`src/rtl/uart_rx_cfg.sv`:
```
// Configurable UART receiver: 2-flop line synchroniser, oversampled 2-of-3 majority bit decisions,
// 5..8 data bits with optional parity and 1/2 stop bits, break detection, show-ahead RX FIFO with RTS.
module uart_rx_cfg #(
   parameter int SystemClockFreq = 50_000_000,
   parameter int OverSample      = 16,
   parameter int FifoDepth       = 8,
   parameter int RtsMargin       = 2
) (
   input  logic                         i_clk,
   input  logic                         i_rst_n,
   input  logic                         i_enable,
   input  logic [15:0]                  i_baud_div,
   input  logic [1:0]                   i_data_len,
   input  logic [1:0]                   i_parity_mode,
   input  logic                         i_stop_bits,
   input  logic                         i_rx,
   input  logic                         i_rx_req,
   input  logic                         i_ovr_clr,
   output logic [7:0]                   o_rx_data,
   output logic [2:0]                   o_rx_status,
   output logic                         o_rx_rdy,
   output logic [$clog2(FifoDepth):0]   o_fifo_count,
   output logic                         o_overrun,
   output logic                         o_rts
);

   localparam int PtrW = $clog2(FifoDepth);
   localparam int CntW = PtrW + 1;
   localparam int SampW = $clog2(OverSample);
   localparam logic [SampW-1:0] SampLo   = SampW'(OverSample / 2 - 1);
   localparam logic [SampW-1:0] SampMid  = SampW'(OverSample / 2);
   localparam logic [SampW-1:0] SampHi   = SampW'(OverSample / 2 + 1);
   localparam logic [SampW-1:0] SampLast = SampW'(OverSample - 1);
   localparam logic [CntW-1:0]  CntFull  = CntW'(FifoDepth);
   localparam logic [CntW-1:0]  CntRts   = CntW'(FifoDepth - RtsMargin);

   if (SystemClockFreq <= 0 || OverSample < 8 || (OverSample % 2) != 0 || FifoDepth < 4 ||
       (FifoDepth & (FifoDepth - 1)) != 0 || RtsMargin >= FifoDepth) begin : g_param_check
      $error("uart_rx_cfg: illegal parameter combination");
   end

   typedef enum logic [2:0] {
      IDLE, START, DATA, PARITY, STOP1, STOP2, BRK_WAIT
   } state_t;

   function automatic logic maj3(input logic a, input logic b, input logic c);
      return (a & b) | (a & c) | (b & c);
   endfunction

   function automatic logic parity_bit(input logic [7:0] d, input logic odd);
      return odd ? ~^d : ^d;
   endfunction

   // Line synchroniser; rx_prev feeds the falling-edge detector
   logic rx_sync_p0, rx_sync_p1, rx_prev;

   always_ff @(posedge i_clk) begin
      if (!i_rst_n) begin
         rx_sync_p0 <= 1'b1;
         rx_sync_p1 <= 1'b1;
         rx_prev    <= 1'b1;
      end else begin
         rx_sync_p0 <= i_rx;
         rx_sync_p1 <= rx_sync_p0;
         rx_prev    <= rx_sync_p1;
      end
   end

   state_t           state_q, state_d;
   logic [15:0]      tick_cnt;
   logic [SampW-1:0] samp_cnt;
   logic [2:0]       bit_idx;
   logic             tick, start_edge, decide, bit_end, maj;
   logic             smp_a, smp_b;
   logic [2:0]       len_q;
   logic             par_en_q, par_odd_q, stop2_q;
   logic [7:0]       data_sr;
   logic             par_err_q, frm_err_q, all_zero_q;
   logic             push, is_brk, frame_bad;
   logic [7:0]       push_data;
   logic [2:0]       push_stat;

   assign tick       = (tick_cnt >= i_baud_div);
   assign start_edge = (state_q == IDLE) && i_enable && rx_prev && !rx_sync_p1;
   assign decide     = tick && (samp_cnt == SampHi);
   assign bit_end    = tick && (samp_cnt == SampLast);
   assign maj        = maj3(smp_a, smp_b, rx_sync_p1);
   assign frame_bad  = frm_err_q | ~maj;
   assign is_brk     = all_zero_q & ~maj;
   assign push_data  = is_brk ? 8'h00 : data_sr;
   assign push_stat  = is_brk ? 3'b110 : {1'b0, frame_bad, par_err_q};

   always_ff @(posedge i_clk) begin
      if (!i_rst_n) begin
         state_q  <= IDLE;
         tick_cnt <= '0;
         samp_cnt <= '0;
         bit_idx  <= '0;
      end else begin
         state_q <= state_d;
         if (start_edge || tick) tick_cnt <= '0;
         else                    tick_cnt <= tick_cnt + 16'd1;
         if (start_edge)
            samp_cnt <= '0;
         else if (tick && state_q != IDLE)
            samp_cnt <= (samp_cnt == SampLast) ? '0 : samp_cnt + SampW'(1);
         if (start_edge)
            bit_idx <= '0;
         else if (state_q == DATA && bit_end)
            bit_idx <= bit_idx + 3'd1;
      end
   end

   always_comb begin
      state_d = state_q;
      push    = 1'b0;
      case (state_q)
         IDLE:     if (start_edge) state_d = START;
         START: begin
            if (decide && maj) state_d = IDLE;
            else if (bit_end)  state_d = DATA;
         end
         DATA:     if (bit_end && bit_idx == len_q) state_d = par_en_q ? PARITY : STOP1;
         PARITY:   if (bit_end) state_d = STOP1;
         STOP1: begin
            if (decide && !stop2_q) begin
               push    = 1'b1;
               state_d = frame_bad ? BRK_WAIT : IDLE;
            end else if (bit_end && stop2_q) begin
               state_d = STOP2;
            end
         end
         STOP2: begin
            if (decide) begin
               push    = 1'b1;
               state_d = frame_bad ? BRK_WAIT : IDLE;
            end
         end
         BRK_WAIT: if (rx_sync_p1) state_d = IDLE;
         default:  state_d = IDLE;
      endcase
      // Disabling the receiver drops whatever frame is in flight
      if (!i_enable && state_q != IDLE) begin
         state_d = IDLE;
         push    = 1'b0;
      end
   end

   always_ff @(posedge i_clk) begin
      if (start_edge) begin
         len_q      <= {1'b1, i_data_len};
         par_en_q   <= (i_parity_mode == 2'b01) || (i_parity_mode == 2'b10);
         par_odd_q  <= (i_parity_mode == 2'b10);
         stop2_q    <= i_stop_bits;
         data_sr    <= '0;
         par_err_q  <= 1'b0;
         frm_err_q  <= 1'b0;
         all_zero_q <= 1'b1;
      end else if (decide) begin
         case (state_q)
            DATA: begin
               data_sr[bit_idx] <= maj;
               all_zero_q       <= all_zero_q & ~maj;
            end
            PARITY: begin
               par_err_q  <= (maj != parity_bit(data_sr, par_odd_q));
               all_zero_q <= all_zero_q & ~maj;
            end
            STOP1: begin
               frm_err_q  <= frm_err_q | ~maj;
               all_zero_q <= all_zero_q & ~maj;
            end
            default: ;
         endcase
      end
      if (tick && samp_cnt == SampLo)  smp_a <= rx_sync_p1;
      if (tick && samp_cnt == SampMid) smp_b <= rx_sync_p1;
   end

   // Show-ahead FIFO: head is visible combinationally whenever non-empty
   logic [7:0]      mem_data [FifoDepth];
   logic [2:0]      mem_stat [FifoDepth];
   logic [PtrW-1:0] wr_ptr, rd_ptr;
   logic [CntW-1:0] count, count_d;
   logic            full, empty, pop, wr_en, ovr_set;
   logic            overrun_q, rts_q;

   assign full    = (count == CntFull);
   assign empty   = (count == '0);
   assign pop     = i_rx_req && !empty;
   assign wr_en   = push && (!full || pop);
   assign ovr_set = push && full && !pop;

   always_comb begin
      count_d = count;
      case ({wr_en, pop})
         2'b10:   count_d = count + CntW'(1);
         2'b01:   count_d = count - CntW'(1);
         default: count_d = count;
      endcase
   end

   always_ff @(posedge i_clk) begin
      if (!i_rst_n) begin
         wr_ptr    <= '0;
         rd_ptr    <= '0;
         count     <= '0;
         overrun_q <= 1'b0;
         rts_q     <= 1'b1;
      end else begin
         if (wr_en) wr_ptr <= wr_ptr + PtrW'(1);
         if (pop)   rd_ptr <= rd_ptr + PtrW'(1);
         count <= count_d;
         if (ovr_set)        overrun_q <= 1'b1;
         else if (i_ovr_clr) overrun_q <= 1'b0;
         rts_q <= (count_d < CntRts);
      end
   end

   always_ff @(posedge i_clk) begin
      if (wr_en) begin
         mem_data[wr_ptr] <= push_data;
         mem_stat[wr_ptr] <= push_stat;
      end
   end

   assign o_rx_data    = empty ? 8'h00 : mem_data[rd_ptr];
   assign o_rx_status  = empty ? 3'b000 : mem_stat[rd_ptr];
   assign o_rx_rdy     = !empty;
   assign o_fifo_count = count;
   assign o_overrun    = overrun_q;
   assign o_rts        = rts_q;

endmodule

```
`config.mk`:
```
export PLATFORM = sky130hd
export DESIGN_NAME = uart_rx_cfg
export DESIGN_NICKNAME = d
export VERILOG_FILES = /design/src/rtl/uart_rx_cfg.sv
export SDC_FILE = /design/constraint.sdc
export NUM_CORES = 1
export LEC_CHECK = 0
export ABC_AREA = 1
export BUFFER_PORTS_ARGS = -buffer_cell sky130_fd_sc_hd__buf_2
export CORE_MARGIN = 2
export CORE_UTILIZATION = 31
export CTS_CLUSTER_SIZE = 16
export DETAILED_ROUTE_END_ITERATION = 8
export PLACE_DENSITY = 0.54
export RECOVER_POWER = 100
export REMOVE_ABC_BUFFERS = 1
export SYNTH_ARGS = -nofsm -noshare
export SYNTH_HDL_FRONTEND = slang
export SYNTH_SLANG_ARGS = --single-unit
export TNS_END_PERCENT = 5
```
`constraint.sdc`:
```
create_clock -name i_clk -period 4 [get_ports i_clk]
set_input_delay 0.4 -clock i_clk [delete_from_list [all_inputs] [get_ports i_clk]]
set_output_delay 0.4 -clock i_clk [all_outputs]
set_load 0.01 [all_outputs]
```
==> impl_metrics.csv, run 1 <==
group,metric,value,unit
outcome,status,"complete, no violations",
clock_tree,cts_tree,"built",
routing,vias_per_cell,4.617,
setup_path,path_cells,"inv_1, clkbuf_1, o21ai_0, o22ai_1, o21ai_0, a31oi_1, clkbuf_1",
setup_path,critPathLaunchType,"register",
worst_hold_path,min-delay-start,"i_stop_bits",
logic_synthesis,synth_cell_types,47,
timing,final-max-slew-violation-count,0,
logic_synthesis,synthMuxAreaShare,0,
grt,grt_busiest_layer,"met2",
routing,routedWlPerCell,13.94,µm
clock_tree,cts_buffers,17,
setup_path,rrSetupSlack,780,ps
clock_tree,cts.sinks,150,
logic_synthesis,synth-compound-area-share,0.1175,
logic_synthesis,synthArstFlopShare,0,
logic_synthesis,yosys.area_share.simple,0.1945,
floorplan,initial_core_util,0.3134,
logic_synthesis,synth_seq_cells,150,
clock_tree,cts_max_level,4,
timing,timing.setup.tns,0,ps
pwr,pwr-share-comb,0.270,
worst_hold_path,worstHoldPathCells,1,
logic_synthesis,ys_warn_count,0,
logic_synthesis,synth_area,7052,µm²
timing,worst_slew_pin_slew,1276,ps
logic_synthesis,synth_area_leaders,"edfxtp_1 (40%), dfxtp_1 (16%), nor2_1 (6.3%), ha_1 (4.6%), o21ai_0 (4.6%)",
grt,grt-ovfl-total,0,
pwr,p_leak,3.140,nW
setup_path,endpoint_kind,"output port",
floorplan,die_height,154.8,µm
logic_synthesis,yosysTopAreaCell,"edfxtp_1",
clock_tree,cts-root-buf,"clkbuf_16",
grt,first_global_vias,4617,
timing,period_minus_slack,3269,ps
clock_tree,worstSkewPairLatency,420,ps
setup_path,reg2reg_to,"state_q[1]",
setup_path,ff2ff_path_depth,12,
cells_and_area,fillers,2294,
setup_path,critPathMaxStageDelay,750,ps
pwr,p_per_area,590.7,nW/µm²
cells_and_area,num_antenna_cells,0,
grt,grt_max_degree,45,
pwr,clock_power_share,0.356,
cells_and_area,drive_above_1_share,0.1066,
worst_hold_path,hold_class,"in -> reg",
routing,antenna_left,0,
timing,fin_skew,10.07,ps
timing,rsz0062_at_grt,"no",
timing,period_share,0.8174,
routing,num_vias,4996,
logic_synthesis,synth_fa_ha_area_frac,0.04897,
logic_synthesis,synth_edf_count,95,
logic_synthesis,syn-instance-count,729,
clock_tree,clockBufferDepth,2,
grt,grt_util_met1,0.1758,
clock_tree,cts_resized,0,
pwr,pwr-share-seq,0.374,
grt,grt_antenna_before_repair,0,
setup_path,arrival,2870,ps
pwr,peakVddDrop,0.2378,mV
setup_path,path_max_fanout,23,
pwr,swShare,0.3322,
cells_and_area,fin_nets,838,
clock_tree,cts_hold_buffers,0,
setup_path,r2r_start,"state_q[0]",
floorplan,core,22500,µm²
logic_synthesis,yosys.area.top_type_share,0.4045,
floorplan,fp.dieArea,23970,µm²
logic_synthesis,synthXorXnorAreaFrac,0.01987,
grt,grt_use_total,0.1318,
grt,met3_usage,0.02942,
run,drv_cap,0,
timing,slew-limit-headroom,0.1460,
routing,drt-total-wl,15090,µm
floorplan,io_pins,45,
clock_tree,cts_setup_buffers,0,
placement,port_buffers,44,
floorplan,die-width,154.8,µm
grt,met2_usage,0.2119,
placement,place_inst,1050,
placement,gp_congestion,0.7955,
pwr,intPower,3.202,mW
routing,first_pass_iters,4,
setup_path,critical_path_class,"reg -> out",
setup_path,critPathSlowestCell,"clkbuf_1",
logic_synthesis,syn_area_per_cell,9.673,µm²
setup_path,required,3600,ps
cells_and_area,multiInputGateArea,2581,µm²
cells_and_area,syn2layout_area_growth,15.10,%
worst_hold_path,hold_path_end,"stop2_q",
logic_synthesis,synth_top_family_by_area,"simple AND/OR/NAND/NOR gates",
timing,setup_viol_count_final,0,
timing,fmaxAchievable,305.9,MHz
pwr,p_switching,1.593,mW
cells_and_area,regArea,3954,µm²
clock_tree,clk_pin_slew,60,ps
logic_synthesis,yosysSeqAreaShare,0.5607,
routing,drcViolationCount,0,
logic_synthesis,ys.flop_type,"edfxtp_1",
floorplan,fp-row-count,55,
routing,drtIter0Drc,276,
placement,hpwl,9895,µm
grt,grt_pass1_wl,24500,µm
timing,hold_violations,0,
cells_and_area,instances_no_fill,1082,
## cells in the final DEF (no fill, tap or decap), types with 3 or more instances in the layout
cell	netlist	final
xnor2_1	7	7
nand4_1	4	5
a21oi_1	43	43
ha_1	26	26
clkbuf_1	16	22
bufinv_16	0	4
a31oi_1	12	12
nand2_1	72	77
buf_2	1	26
nand3_1	24	27
nor3b_1	4	4
a211oi_1	3	3
dfxtp_1	55	55
nor2_4	7	4
edfxtp_1	95	95
nor3_1	21	22
nor2_1	118	124
inv_6	0	4
o22ai_1	17	17
inv_1	82	85
xor2_1	9	9
clkbuf_16	0	17
or2_2	4	3
and3_1	3	3
buf_4	1	8
o21ai_0	65	65
## cells in the mapped netlist (2+ instances only)
master / count
nor2_1: 118
edfxtp_1: 95
inv_1: 82
nand2_1: 72
o21ai_0: 65
dfxtp_1: 55
a21oi_1: 43
ha_1: 26
nand3_1: 24
nor3_1: 21
o22ai_1: 17
clkbuf_1: 16
a31oi_1: 12
xor2_1: 9
nor2_4: 7
xnor2_1: 7
nand2_2: 5
inv_2: 4
nand4_1: 4
nor2_2: 4
nor3b_1: 4
or2_2: 4
a211oi_1: 3
and3_1: 3
nor2_8: 3
nand3_2: 2
nor3_2: 2
nor4_1: 2
o21a_1: 2
## worst max path at each step
| stage | start | to | slack, ps | depth (start not counted) |
|---|---|---|---|---|
| final | register | o_rx_data[6] | 730 | 7 |
| after global placement | i_baud_div[15] | o_rts | 1190 | 19 |
| after global routing | tick_cnt[7] | o_rts | 480 | 21 |
| after CTS | register | o_rx_status[0] | 1160 | 7 |
| after detailed placement | i_baud_div[15] | o_rts | 1110 | 19 |
| after floorplan | i_baud_div[7] | mem_data[0][0] | 1220 | 14 |
## metrics by stage
stage	total power, mW	util	instance area, µm²	worst slack (ps)	hold WS [ps]
final	4.795	0.3607	8117	730.5	157.1
after global routing	5.094	0.3607	8117	478.9	128.0
after CTS	4.923	0.3672	8263	1155	133.1
after detailed placement	3.205	0.3394	7637	1110	400.2
after global placement	3.204	0.3394	7637	1185	394.7
after floorplan	2.775	-	6968	1224	392.5
## kinds of logic (layout without fill, tap and decap cells)
group	count (synthesis)	after routing
adder cells (fa/ha/maj)	27	27
AO/OA/AOI/OAI	149	149
XOR/XNOR	16	16
buffers and inverters	106	174
AND/OR/NAND/NOR	281	281
flip-flops	150	150
## routing by layer
metal,vias to the layer above,share of wire
met1,2307,0.49
met2,68,0.47
met4,0,0.013
li1,2609,-
met5,-,0
met3,12,0.024
## worst max-delay path: cells and delay by family (launching register included)
family / cells / cell delay, ps
AOI/OAI and AO/OA: 4 / 680
buffers and inverters: 3 / 1440
DFF: 1 / 310
## power by group through the flow
stage,sequential (mW),clock [mW],combinational [mW]
after detailed placement,1.83,0,1.37
after global routing,1.81,1.82,1.47
final,1.79,1.71,1.29
after CTS,1.80,1.75,1.38
after floorplan,1.88,0,0.899
after global placement,1.83,0,1.37
## final cells by class
class                           instances  share of cell area
Sequential cell                       150              0.4871
Timing Repair Buffer                   55             0.03330
Multi-Input combinational cell        473              0.3180
Clock inverter                         13             0.02374
Inverter                               87             0.04054
Clock buffer                           19             0.05334
Tap cell                              285             0.04393
## sequential cells by signal, indices dropped and copies added, names as in the netlist, 2 cells and up, named ones only
signal and flops:
o_fifo_count 4, len_q 2, samp_cnt 4, tick_cnt 16
mem_stat 24, wr_ptr 3, data_sr 8, state_q 3
rd_ptr 3, bit_idx 3, mem_data 64
No activity file was read; power rests on OpenSTA's default activity.
==> run 2: changes to the inputs <==
clock period = 3.2 ns   (was 4 ns; I/O delays follow)
==> run 2 against run 1 <==
  * Clock skew fell by 1.6 ps
  * Cell area grew 0.35%
  * Worst hold slack got worse by 82 ps
  * Register-to-register slack worse by 360 ps
  * Sequential share of layout area is 0.17 points lower
  * Critical path type is now reg -> reg
==> impl_metrics.csv, run 2 (synthesis results as in run 1) <==
group,metric,value,unit
clock_tree,clk_pin_slew,60,ps
setup_path,path_max_fanout,13,
grt,grt_max_degree,45,
cells_and_area,most-common-layout-cells,"nor2_1 (123), edfxtp_1 (95), inv_1 (85), nand2_1 (75), o21ai_0 (65)",
cells_and_area,largestRegisters,"mem_data x64, mem_stat x24, tick_cnt x16",
clock_tree,cts_max_level,4,
cells_and_area,drive_above_1_share,0.1163,
routing,first_pass_iters,5,
placement,gp_congestion,0.7989,
cells_and_area,utilization,0.3620,
timing,setup_viol_count_final,0,
routing,routedWlPerCell,13.92,µm
placement,hpwl,9924,µm
cells_and_area,num_antenna_cells,0,
pwr,pwr-share-comb,0.279,
pwr,pwr-share-seq,0.381,
clock_tree,worstSkewPairLatency,420,ps
worst_hold_path,min-delay-start,"i_stop_bits",
worst_hold_path,hold_path_end,"stop2_q",
pwr,p_per_area,723.5,nW/µm²
grt,grt_antenna_before_repair,0,
setup_path,critical_path_class,"reg -> reg",
routing,antenna_left,0,
timing,rsz0062_at_grt,"no",
cells_and_area,instances_no_fill,1085,
clock_tree,cts_buffers,17,
grt,grt-ovfl-total,0,
clock_tree,cts-root-buf,"clkbuf_16",
clock_tree,cts_tree,"built",
cells_and_area,top_register,"mem_data",
timing,period_minus_slack,2778,ps
setup_path,critPathSlowestCell,"nor2_1",
setup_path,critPathLaunchType,"register",
routing,drtIter0Drc,361,
clock_tree,cts_setup_buffers,0,
routing,drt-total-wl,15100,µm
clock_tree,cts_resized,0,
timing,worst_slew_pin_slew,1167,ps
timing,timing.setup.tns,0,ps
floorplan,io_pins,45,
timing,hold_violations,0,
setup_path,reg2reg_to,"state_q[2]",
clock_tree,cts_hold_buffers,0,
cells_and_area,syn2layout_area_growth,15.51,%
pwr,intPower,3.915,mW
outcome,status,"complete, no violations",
setup_path,r2r_start,"state_q[0]",
worst_hold_path,worstHoldPathCells,1,
timing,fmaxAchievable,359.9,MHz
setup_path,endpoint_kind,"register",
pwr,swShare,0.3356,
floorplan,fp-row-count,55,
placement,port_buffers,44,
floorplan,initial_core_util,0.3134,
pwr,p_switching,1.978,mW
setup_path,critPathMaxStageDelay,880,ps
cells_and_area,largest_reg_flops,64,
run,drv_cap,0,
routing,vias_per_cell,4.595,
setup_path,required,3510,ps
pwr,clock_power_share,0.340,
timing,final-max-slew-violation-count,0,
floorplan,die-width,154.8,µm
pwr,power,5.893,mW
cells_and_area,mostFrequentLayoutCell,"nor2_1",
pwr,p_leak,3.136,nW
routing,drcViolationCount,0,
setup_path,rrSetupSlack,420,ps
setup_path,path_cells,"inv_1, nand2_2, nor2_4, inv_4, nor2_1, o32ai_1, a21oi_1, nand2_1, nor2_4, nand3_1, nand2_1, nor2_1",
routing,num_vias,4986,
cells_and_area,fin_nets,841,
floorplan,core,22500,µm²
placement,place_inst,1053,
timing,fin_skew,8.441,ps
floorplan,fp.dieArea,23970,µm²
timing,slew-limit-headroom,0.2193,
setup_path,ff2ff_path_depth,12,
pwr,peakVddDrop,0.2883,mV
floorplan,die_height,154.8,µm
grt,grt_pass1_wl,24830,µm
grt,grt_use_total,0.1325,
clock_tree,cts.sinks,150,
timing,period_share,0.8683,
setup_path,arrival,3090,ps
clock_tree,clockBufferDepth,2,
timing,holdWs,75.17,ps
grt,first_global_vias,4782,
worst_hold_path,hold_class,"in -> reg",
## run 2: cell count changes in the layout (fill, tap and decap cells not counted), moves of 3 or more
| cell | delta |
|---|---|
| buf_4 | +4 |
| clkinv_1 | +3 |
| inv_6 | -3 |
| nand3_1 | -3 |
## run 2: layout make-up
| class | instances | area [µm²] |
|---|---|---|
| fillers | 2316 | 14360 |
| flip-flops and latches | 150 | 3954 |
| multi-input cells | 473 | 2621 |
| clock buffers | 18 | 429.2 |
| well taps | 285 | 356.6 |
| inverters | 87 | 329.1 |
| repair buffers | 58 | 296.5 |
| clock inverters | 14 | 158.9 |
## run 2: critical path: cells and delay by family (launching register included)
| family | cells | cell delay (ps) |
|---|---|---|
| flops | 1 | 340 |
| buf+inv | 2 | 290 |
| simple gates | 8 | 1660 |
| compound gates | 2 | 360 |
## run 2: stage by stage
stage / cell area, µm² / worst slack (ps)
6_report: 8145 / 421.6
5_1_grt: 8145 / 131.5
4_1_cts: 8248 / 538.0
3_5_place_dp: 7660 / 499.4
3_3_place_gp: 7660 / 548.7
2_1_floorplan: 6968 / 504.1
## run 2: per-layer routing
layer,global-route usage,part of all wire
met2,0.2170,0.47
met1,0.1719,0.48
met3,0.03278,0.036
met4,0.04453,0.014
met5,0,0
## run 2: how the worst max path moves through the flow
| stage | startpoint | endpoint | slack, ps | depth (start not counted) |
|---|---|---|---|---|
| CTS | tick_cnt[11] | o_rts | 540 | 17 |
| global route | state_q[0] | state_q[1] | 130 | 12 |
| global placement | i_baud_div[15] | o_rts | 550 | 19 |
| floorplan | i_baud_div[7] | mem_data[0][0] | 500 | 14 |
| detailed placement | i_baud_div[11] | o_rts | 500 | 19 |
| finish | state_q[0] | state_q[2] | 420 | 12 |
## run 2: power by group through the flow
stage	clock network [mW]	logic [mW]	registers (mW)
2_1_floorplan	0	1.12	2.34
3_3_place_gp	0	1.72	2.29
3_5_place_dp	0	1.73	2.29
4_1_cts	2.05	1.74	2.25
5_1_grt	2.14	1.88	2.26
6_report	2.01	1.64	2.25
